**src/rtl/hazard_ctrl_pkg.sv**
```systemverilog
// -----------------------------------------------------------------------------
// hazard_ctrl_pkg
// These definitions are shared by the hazard controller and its load-use
// detector:
//   state_t    : controller FSM states (RUN, MEM_WAIT)
//   WAIT_LIMIT : memory-wait count at which the timeout flag is raised
//   REG_ZERO   : architectural zero register ($zero). Its value is never
//                forwarded, so a load into it creates no hazard.
// -----------------------------------------------------------------------------
package hazard_ctrl_pkg;

    typedef enum logic {
        RUN      = 1'b0,
        MEM_WAIT = 1'b1
    } state_t;

    localparam logic [3:0] WAIT_LIMIT = 4'd15;
    localparam logic [4:0] REG_ZERO   = 5'd0;

endpackage

```
**src/rtl/hazard_ctrl_load_use_detect.sv**
```systemverilog
// -----------------------------------------------------------------------------
// load_use_detect
// This block is purely combinational. It flags a load-use hazard when the load
// now in EX writes a register that the instruction in ID reads.
// Ports:
//   ex_mem_to_reg : EX instruction is a load
//   ex_wr_addr    : EX destination register
//   id_rs_addr    : ID rs field
//   id_rt_addr    : ID rt field
//   id_uses_rt    : ID instruction actually reads rt
//   hazard        : load-use hazard present
// -----------------------------------------------------------------------------
module load_use_detect
    import hazard_ctrl_pkg::*;
(
    input  logic       ex_mem_to_reg,
    input  logic [4:0] ex_wr_addr,
    input  logic [4:0] id_rs_addr,
    input  logic [4:0] id_rt_addr,
    input  logic       id_uses_rt,
    output logic       hazard
);

    logic rs_match;
    logic rt_match;

    always_comb begin
        rs_match = (ex_wr_addr == id_rs_addr);
        // rt counts only for instructions that read it. For an I-type ALU op
        // the rt field is a destination, so a match there is not a hazard.
        rt_match = id_uses_rt && (ex_wr_addr == id_rt_addr);
        hazard   = ex_mem_to_reg && (ex_wr_addr != REG_ZERO) && (rs_match || rt_match);
    end

endmodule

```
**src/rtl/hazard_ctrl.sv**
```systemverilog
// -----------------------------------------------------------------------------
// hazard_ctrl
// Pipeline hazard controller. It handles load-use stalls, branch flushes
// resolved in ID, and freezes for multi-cycle data-memory accesses. It also
// provides a memory timeout flag and a stall-cycle counter.
// Ports:
//   clk, rst           : clock; asynchronous active-high reset
//   ID_rsAddr/rtAddr   : source fields of the ID instruction
//   ID_UsesRt          : ID instruction reads rt
//   ID_PCSrc           : branch/jump taken in ID
//   EX_MemtoReg        : EX instruction is a load
//   EX_wrAddr          : EX destination register
//   MEM_MemReq         : MEM instruction accesses data memory
//   MEM_Ready          : data memory completes this cycle
//   PC_En, IF_ID_En    : front-end enables (combinational)
//   IF_ID_Clr          : flush of IF/ID (combinational)
//   ID_EX_Clr          : bubble into ID/EX (combinational)
//   Pipe_Freeze        : hold ID/EX, EX/MEM, MEM/WB (combinational)
//   MEM_WB_Clr         : bubble into MEM/WB (combinational)
//   MemTimeout         : sticky memory-wait timeout (registered)
//   StallCycles        : saturating count of PC_En=0 cycles (registered)
// -----------------------------------------------------------------------------
module hazard_ctrl
    import hazard_ctrl_pkg::*;
(
    input  logic        clk,
    input  logic        rst,
    input  logic [4:0]  ID_rsAddr,
    input  logic [4:0]  ID_rtAddr,
    input  logic        ID_UsesRt,
    input  logic        ID_PCSrc,
    input  logic        EX_MemtoReg,
    input  logic [4:0]  EX_wrAddr,
    input  logic        MEM_MemReq,
    input  logic        MEM_Ready,
    output logic        PC_En,
    output logic        IF_ID_En,
    output logic        IF_ID_Clr,
    output logic        ID_EX_Clr,
    output logic        Pipe_Freeze,
    output logic        MEM_WB_Clr,
    output logic        MemTimeout,
    output logic [15:0] StallCycles
);

    state_t      state_reg;
    logic [3:0]  wait_cnt_reg;
    logic        mem_timeout_reg;
    logic [15:0] stall_cnt_reg;

    logic        load_use;
    logic        mem_stall;

    load_use_detect u_load_use_detect (
        .ex_mem_to_reg (EX_MemtoReg),
        .ex_wr_addr    (EX_wrAddr),
        .id_rs_addr    (ID_rsAddr),
        .id_rt_addr    (ID_rtAddr),
        .id_uses_rt    (ID_UsesRt),
        .hazard        (load_use)
    );

    // In MEM_WAIT only MEM_Ready matters. The access being waited on is
    // frozen in MEM, so MEM_MemReq is known to be set. The cycle in which
    // Ready arrives uses the normal RUN rules.
    always_comb begin
        if (state_reg == MEM_WAIT) begin
            mem_stall = !MEM_Ready;
        end else begin
            mem_stall = MEM_MemReq && !MEM_Ready;
        end
    end

    // Priority order: reset, then memory wait, then load-use, then branch
    // flush. When load-use and a taken branch occur together, the stall
    // suppresses the flush. The branch stays in ID and resolves again on the
    // next cycle.
    always_comb begin
        PC_En       = 1'b1;
        IF_ID_En    = 1'b1;
        IF_ID_Clr   = 1'b0;
        ID_EX_Clr   = 1'b0;
        Pipe_Freeze = 1'b0;
        MEM_WB_Clr  = 1'b0;
        if (rst) begin
            PC_En    = 1'b0;
            IF_ID_En = 1'b0;
        end else if (mem_stall) begin
            PC_En       = 1'b0;
            IF_ID_En    = 1'b0;
            Pipe_Freeze = 1'b1;
            MEM_WB_Clr  = 1'b1;
        end else if (load_use) begin
            PC_En     = 1'b0;
            IF_ID_En  = 1'b0;
            ID_EX_Clr = 1'b1;
        end else if (ID_PCSrc) begin
            IF_ID_Clr = 1'b1;
        end
    end

    always_ff @(posedge clk or posedge rst) begin
        if (rst) begin
            state_reg       <= RUN;
            wait_cnt_reg    <= 4'd0;
            mem_timeout_reg <= 1'b0;
            stall_cnt_reg   <= 16'd0;
        end else begin
            if (!PC_En && (stall_cnt_reg != 16'hFFFF)) begin
                stall_cnt_reg <= stall_cnt_reg + 16'd1;
            end
            case (state_reg)
                RUN: begin
                    if (MEM_MemReq && !MEM_Ready) begin
                        state_reg    <= MEM_WAIT;
                        wait_cnt_reg <= 4'd0;
                    end
                end
                MEM_WAIT: begin
                    if (MEM_Ready) begin
                        state_reg <= RUN;
                    end else begin
                        if (wait_cnt_reg != WAIT_LIMIT) begin
                            wait_cnt_reg <= wait_cnt_reg + 4'd1;
                        end
                        // The flag is raised on the same edge at which the
                        // counter reaches the limit.
                        if (wait_cnt_reg == (WAIT_LIMIT - 4'd1)) begin
                            mem_timeout_reg <= 1'b1;
                        end
                    end
                end
                default: state_reg <= RUN;
            endcase
        end
    end

    assign MemTimeout  = mem_timeout_reg;
    assign StallCycles = stall_cnt_reg;

endmodule

```
**config.mk**
```make
export PLATFORM = sky130hd
export DESIGN_NAME = hazard_ctrl
export DESIGN_NICKNAME = d
export VERILOG_FILES = /design/src/rtl/hazard_ctrl_pkg.sv /design/src/rtl/hazard_ctrl_load_use_detect.sv /design/src/rtl/hazard_ctrl.sv
export SDC_FILE = /design/constraint.sdc
export NUM_CORES = 1
export LEC_CHECK = 0
export BUFFER_PORTS_ARGS = -buffer_cell sky130_fd_sc_hd__clkbuf_2
export CORE_ASPECT_RATIO = 1.1
export CORE_MARGIN = 1.5
export CORE_UTILIZATION = 40
export CTS_BUF_LIST = sky130_fd_sc_hd__clkbuf_4 sky130_fd_sc_hd__clkbuf_8
export CTS_CLUSTER_SIZE = 20
export DETAILED_ROUTE_END_ITERATION = 6
export PLACE_DENSITY_LB_ADDON = 0.15
export SLEW_MARGIN = 30
export SYNTH_ARGS = -nofsm -noshare
export SYNTH_HDL_FRONTEND = slang
export SYNTH_SLANG_ARGS = --single-unit
```
**constraint.sdc**
```tcl
create_clock -name clk -period 3 [get_ports clk]
set_input_delay 0.75 -clock clk [delete_from_list [all_inputs] [get_ports clk]]
set_output_delay 0.75 -clock clk [all_outputs]
set_load 0.01 [all_outputs]
```
After elaboration in Yosys (flattened, before gate mapping)
Index checks and enable logic that the tools add are counted.
Widths: inputs -> output; s select.

storage, ports and cells
  flip-flop bits (word level) = 22
  latch bits = 0
  RAM bits = 0
  ROM bits = 0
  input bits = 22
  output and inout bits = 23
  logic and storage cells = 47
  memories = 0

cells by class
  add/subtract/negate cells = 2
  multiply operators = 0
  div/mod/pow operators = 0
  $lt $le $gt $ge = 0
  equal/unequal tests = 8
  shift-type cells = 0
  muxes and demuxes = 20
  bitwise gates (word level) = 2
  reductions and logical operators = 11

operators by type and width
  kind                   count
  $add 16x1->16 const B  1
  $ne 16x16->1 const B   1
  $mux 1                 15
  $mux 4                 3
  $eq 5x5->1             2
  $pmux 4 s2             1
  $reduce_and 3->1       2
  $logic_and 1x1->1      5
  $reduce_bool 5->1      1
  $add 4x1->4 const B    1
  $eq 4x4->1 const B     1
  $ne 2x2->1 const B     2
  $ne 4x4->1 const B     1
  $logic_not 1->1        2
  $ne 2x1->1 const B     1
  $not 1->1              2
  $pmux 1 s2             1
  $logic_or 1x1->1       1

Logic depth before layout (Yosys ltp)
Gate-level depths: netlist of the first run.

  depth after elaboration = 9
  mapped depth = 7
  depth with buffers taken out = 7

By module
A second synthesis of the first run with hierarchy kept.

unflattened totals
  cell total of the unflattened synthesis = 130
  area total of the unflattened synthesis = 1,308.8 um2

modules (own cells, without submodules)
  module           instances  cells each  area an instance (um2)  seq. area each (um2)
  hazard_ctrl      1          113         1,176.1                 550.5
  load_use_detect  1          17          132.6                   0.0

Least setup slack after synthesis of the first run
OpenSTA, ideal clock, no wires.

  path type = input-to-output
  from = input port rst
  to = output port IF_ID_Clr
  arrival time = 2.040 ns
  path slack = 0.210 ns
  stages = 5
  buffers on the path = 1
  cells stage by stage = inv_1 > nand2_1 > a21oi_4 > buf_6 > and2_2

between the ends
  longest elaborated chain between the ends = 1

ends and longest elaborated chain
  what         line               source
  from (decl)  hazard_ctrl.sv:27  input logic rst,
  $mux 1       hazard_ctrl.sv:85  if (rst) begin
  to (decl)    hazard_ctrl.sv:38  output logic IF_ID_Clr,

No other way between the ends.

Worst setup path in the final report of the first run
  from = input port EX_wrAddr[1]
  to = output port IF_ID_Clr

between the ends
  longest elaborated chain between the ends = 7
  elaborated cells between the ends (all ways) = 10

ends and longest elaborated chain
  what                 line                               source
  from (decl)          hazard_ctrl.sv:33                  input logic [4:0] EX_wrAddr,
  $eq 5x5->1           hazard_ctrl_load_use_detect.sv:31  rt_match = id_uses_rt && (ex_wr_addr == id_rt_addr);
  $logic_and 1x1->1    hazard_ctrl_load_use_detect.sv:31
  $logic_or 1x1->1     hazard_ctrl_load_use_detect.sv:32  hazard = ex_mem_to_reg && (ex_wr_addr != REG_ZERO) && (rs_match || rt_match);
  $logic_and 1x1->1 *  hazard_ctrl_load_use_detect.sv:32
  $mux 1 *             hazard_ctrl.sv:93                  end else if (load_use) begin
  $mux 1 *             hazard_ctrl.sv:88                  end else if (mem_stall) begin
  $mux 1 *             hazard_ctrl.sv:85

Mark *: on every way between the ends. The rest lies on a longest branch, timed or not.

==> results of run 1 <==
per-stage QoR:
step                power, uW  instance area (um2)
floorplan               680.6                 1296
global placement        809.3                 1555
detailed placement      818.8                 1555
CTS                     986.5                 1592
global route             1047                 1592
finish                  971.5                 1592
Yosys cell counts:
cell | n | share of area
dfrtp_1 | 22 | 0.42
nand2_1 | 15 | 0.043
xnor2_1 | 12 | 0.081
xor2_1 | 9 | 0.061
inv_1 | 8 | 0.023
nand3_1 | 8 | 0.031
nor3_1 | 8 | 0.031
nor2_1 | 6 | 0.017
nand4_1 | 5 | 0.024
o21ai_0 | 5 | 0.019
a21oi_1 | 3 | 0.012
ha_1 | 3 | 0.029
nor4_1 | 3 | 0.014
o22ai_1 | 3 | 0.014
buf_4 | 2 | 0.012
nor2_2 | 2 | 0.0097
a21boi_0 | 1 | 0.0058
a21oi_4 | 1 | 0.013
a2bb2oi_1 | 1 | 0.0068
a31oi_1 | 1 | 0.0048
a32oi_1 | 1 | 0.0068
and2_2 | 1 | 0.0058
and2b_2 | 1 | 0.0068
and4_1 | 1 | 0.0068
buf_6 | 1 | 0.0087
mux2_2 | 1 | 0.0087
mux2_4 | 1 | 0.012
mux2i_1 | 1 | 0.0077
nand2b_1 | 1 | 0.0048
nand4b_1 | 1 | 0.0068
nor2b_1 | 1 | 0.0048
nor4b_1 | 1 | 0.0068
o21a_1 | 1 | 0.0058
o21bai_1 | 1 | 0.0058
o2bb2ai_1 | 1 | 0.0068
o32a_2 | 1 | 0.0087
or2_2 | 1 | 0.0048
or4_1 | 1 | 0.0058
report_power, final:
part	switching [uW]	total, uW	internal [uW]
registers	89.2	462	373
clock network	88.3	162	74.0
logic	177	347	170
worst max-delay path, stage by stage:
cell and delay (ns):
clkbuf_2 0.11, or4_1 0.53, o21a_1 0.23, a21oi_4 0.22, and2_2 0.17, clkbuf_2 0.12
cell type report:
class | instances | area [um2]
multi-input combinational | 103 | 689.4
sequential | 22 | 550.5
inverter | 8 | 30.03
timing repair buffer | 47 | 242.7
clock buffer | 4 | 36.28
fill | 302 | 1483
tap | 34 | 42.54
logic make-up (layout without fill, tap and decap cells):
logic type,count (synthesis),after routing,synth area share
simple gates,56,56,0.2240
flops,22,22,0.4247
xor+xnor,21,21,0.1419
compound gates,20,20,0.1091
buf+inv,11,59,0.04343
fa+ha+maj,3,3,0.02896
mux,3,3,0.02799
routing by layer:
metal / routed length, um / share of wire / up-vias
met5: 0 / 0 / -
met4: 22 / 0.0076 / 0
met3: 113 / 0.039 / 2
met2: 1512 / 0.52 / 24
met1: 1249 / 0.43 / 571
li1: - / - / 572
how the worst max path moves through the flow:
stage | start | endpoint | slack, ns | cells past startpoint
after global placement | EX_wrAddr[1] | IF_ID_Clr | 0.15 | 6
after detailed placement | EX_wrAddr[1] | IF_ID_Clr | 0.1 | 6
final | EX_wrAddr[1] | IF_ID_Clr | 0.12 | 6
after CTS | EX_wrAddr[1] | IF_ID_Clr | 0.1 | 6
after floorplan | rst | IF_ID_Clr | 0.21 | 5
after global routing | EX_wrAddr[1] | IF_ID_Clr | 0.05 | 6
==> impl_metrics.yaml, run 1 <==
floorplanning:
  dieWidth_um: 57.28
  start_util: 0.4217
  die_y_um: 62.71
  ioPinCount: 45
  core_um2: 3074
  fp.dieArea_um2: 3591
  rows: 21
route:
  drtAntennaViolNets: 0
  routed_wl_um: 2897
  detail_route.wl_per_cell_um: 13.29
  drc: 0
  via_count: 1169
  first_pass_iters: 4
  drtIter0Drc: 30
  routed_via_density: 5.362
global_route:
  grt_max_degree: 23
  first_global_vias: 1087
  gr-usage-met2: 0.2989
  top_usage_layer: "met2"
  grt_usage: 0.1684
  grt_pass1_wl_um: 4795
  use_met1: 0.2042
  met3_usage: 0.02277
  grt_overflow: 0
  grt_antenna_before_repair: 0
final_layout:
  finalNonFillerCells: 218
  final_cell_mix: "clkbuf_2 (44), dfrtp_1 (22), nand2_1 (15)"
  drive_gt1_frac: 0.3261
  area_growth_pct: 22.78
  utilization: 0.5177
  layout_commonest_cell: "clkbuf_2"
  fin_nets: 210
  largest_register_ffs: 16
  diodes: 0
setup_path:
  worstPathRequired_ns: 2.25
  worstSetupPathType: "in -> out"
  r2r_cells: 6
  cp_max_fo: 6
  setup.worst_path.start_class: "input pin"
  crit_path_end_kind: "output port"
  r2r_start: "StallCycles[0]"
  cp_data_arrival_time_ns: 2.13
  r2r-end: "StallCycles[1]"
  rrSetupSlack_ns: 0.96
power_and_ir_drop:
  ir_worst_vdd_uv: 383.2
  powerDensity_nw_per_um2: 610.4
  power_leakage_uw: 0.0007566
clocking:
  htreeDepth: 1
  clock_latency_ns: 0.30
  cts.clk_slew.worst_paths_ns: 0.12
  cts_resized: 0
  numCtsBuffers: 3
  hold_buffers: 0
  clockBufferDepth: 2
  cts-root-buf: "clkbuf_4"
  cts_sinks: 22
  cts_tree: "built"
  postCtsSetupBuffers: 0
logic_synthesis:
  seq_area_frac_synth: 0.4247
  syn_area_um2: 1296
  syn_inst: 136
  syn_avg_cell_area_um2: 9.531
  synth_seq_cells: 22
  yosys_warnings: 0
  syn_nets: 161
  synth_cell_types: 38
placement:
  io_buffers: 44
  hpwl_um: 2253
  place_inst: 214
  place_ws_ns: 0.09989
  routabilityCongestion: 0.8551
hold_path:
  hp-class: "in -> async"
timing:
  fin_setup_tns_ns: 0
  worst_slew_pin_slew_ns: 0.4182
  setup_viol: 0
  hold_viol: 0
  max-slew-margin-rel: 0.7209
  rsz0062_at_grt: "no"
  clock.fmax_ghz: 0.3469
  fin_crit_sh: 0.9608
  worst_slack_ns: 0.1175
  skew_ns: 0.002530
  slew_violations: 0
  layout_min_cycle_time_ns: 2.883
  hold_ws_ns: 0.4780
run:
  cap_viol_max_count: 0
status:
  status: "finished clean"
No activity file was read; power rests on OpenSTA's default activity.
==> run 2, diff against run 1 <==
CAP_MARGIN = 20   (was default)
MAX_ROUTING_LAYER = met4   (was default)
==> run 2 against run 1 <==
  * Final cell count is the same
  * Sequential cell count unchanged
  * Global-route usage rose by 0.47 points
  * Critical path depth unchanged
  * Hold slack is essentially flat
  * First-iteration DRC count is 6.7% higher
  * Clock power about the same
  * Power about the same
  * Critical endpoint unchanged
  * Largest power group unchanged
  * Highest routed layer unchanged
==> impl_metrics.yaml, run 2 (same netlist as run 1, synthesis figures left out) <==
status:
  status: "finished clean"
route:
  via_count: 1172
  routed_via_density: 5.376
  detail_route.wl_per_cell_um: 13.31
  drc: 0
  drtIter0Drc: 32
  first_pass_iters: 4
  drtAntennaViolNets: 0
  routed_wl_um: 2902
global_route:
  grt_max_degree: 23
  first_global_vias: 1087
  grt_antenna_before_repair: 0
  grt_usage: 0.1731
  grt_overflow: 0
  grt_pass1_wl_um: 4795
power_and_ir_drop:
  fin_total_pwr_uw: 971.2
  p_sw_frac: 0.3647
  p_seq_frac: 0.475
  powerDensity_nw_per_um2: 610.2
  clkPwrFrac: 0.167
  power_leakage_uw: 0.0007566
  internal_power_uw: 617.0
  ir_worst_vdd_uv: 381.3
  p_switching_uw: 354.2
  combPwrFrac: 0.358
timing:
  fin_setup_tns_ns: 0
  fin_crit_sh: 0.9600
  rsz0062_at_grt: "no"
  slew_violations: 0
  setup_viol: 0
  worst_slack_ns: 0.1200
  clock.fmax_ghz: 0.3472
  worst_slew_pin_slew_ns: 0.4173
  max-slew-margin-rel: 0.7215
  skew_ns: 0.002092
  hold_viol: 0
  layout_min_cycle_time_ns: 2.880
clocking:
  clock_latency_ns: 0.30
  cts.clk_slew.worst_paths_ns: 0.12
  cts_tree: "built"
  clockBufferDepth: 2
  postCtsSetupBuffers: 0
  numCtsBuffers: 3
  hold_buffers: 0
  cts-root-buf: "clkbuf_4"
  cts_resized: 0
  htreeDepth: 1
  cts_sinks: 22
final_layout:
  diodes: 0
  fin_nets: 210
  finish.instance_area_um2: 1592
  fill_cells: 302
  area_growth_pct: 22.78
  largest_register_ffs: 16
  finalNonFillerCells: 218
  layout_commonest_cell: "clkbuf_2"
  drive_gt1_frac: 0.3261
  final_cell_mix: "clkbuf_2 (44), dfrtp_1 (22), nand2_1 (15)"
placement:
  io_buffers: 44
  routabilityCongestion: 0.8686
  place_inst: 214
  place_ws_ns: 0.09989
  placed_area_um2: 1555
  hpwl_um: 2253
floorplanning:
  dieWidth_um: 57.28
  rows: 21
  ioPinCount: 45
  core_um2: 3074
  start_util: 0.4217
  fp.dieArea_um2: 3591
  die_y_um: 62.71
setup_path:
  cp_max_fo: 6
  setup.worst_path.start_class: "input pin"
  r2r_cells: 6
  worstSetupPathType: "in -> out"
  cp_data_arrival_time_ns: 2.13
  crit_path_end_kind: "output port"
  worstPathRequired_ns: 2.25
hold_path:
  hp-class: "in -> async"
run:
  cap_viol_max_count: 0
## run 2: cell counts in the layout (fill, tap and decap cells not counted)
Identical to the previous run, type by type.
## run 2: final timing paths
check | from | slack [ns] | to
min reg2reg | MemTimeout | 0.50 | MemTimeout
max reg2reg | StallCycles[0] | 0.97 | StallCycles[1]
min | rst | 0.48 | MemTimeout
min in group clk | MemTimeout | 0.50 | MemTimeout
max | EX_wrAddr[1] | 0.12 | IF_ID_Clr
max in group asynchronous | rst | 2.30 | StallCycles[7]
## run 2: final cells by class
cell class / count / area [um2] / area share
Multi-Input combinational cell: 103 / 689.4 / 0.4332
Sequential cell: 22 / 550.5 / 0.3459
Clock buffer: 4 / 36.28 / 0.02280
Timing Repair Buffer: 47 / 242.7 / 0.1525
Tap cell: 34 / 42.54 / 0.02673
Inverter: 8 / 30.03 / 0.01887
## run 2: through the flow
step / hold slack [ns] / util
after floorplan: 0.5134 / -
after global placement: 0.4661 / 0.5059
after detailed placement: 0.4813 / 0.5059
after CTS: 0.4794 / 0.5177
after global routing: 0.5078 / 0.5177
final: 0.4781 / 0.5177
## run 2: power groups by stage
stage	Combinational, uW	Clock (uW)	Sequential (uW)
floorplan	193	0	488
global placement	347	0	462
detailed placement	350	0	469
CTS	354	171	462
global route	384	185	477
finish	348	162	461
## run 2: worst max-delay path: stages
cell and delay (ns):
clkbuf_2 0.11, or4_1 0.53, o21a_1 0.23, a21oi_4 0.22
and2_2 0.17, clkbuf_2 0.12
## run 2: layer usage
layer | wire length [um] | share of wire | vias to the layer above | GRT usage
met5 | 0 | 0 | - | -
met4 | 22 | 0.0076 | 0 | 0.06105
met3 | 103 | 0.035 | 2 | 0.01863
met2 | 1521 | 0.52 | 26 | 0.2989
met1 | 1254 | 0.43 | 572 | 0.2069
li1 | - | - | 572 | -
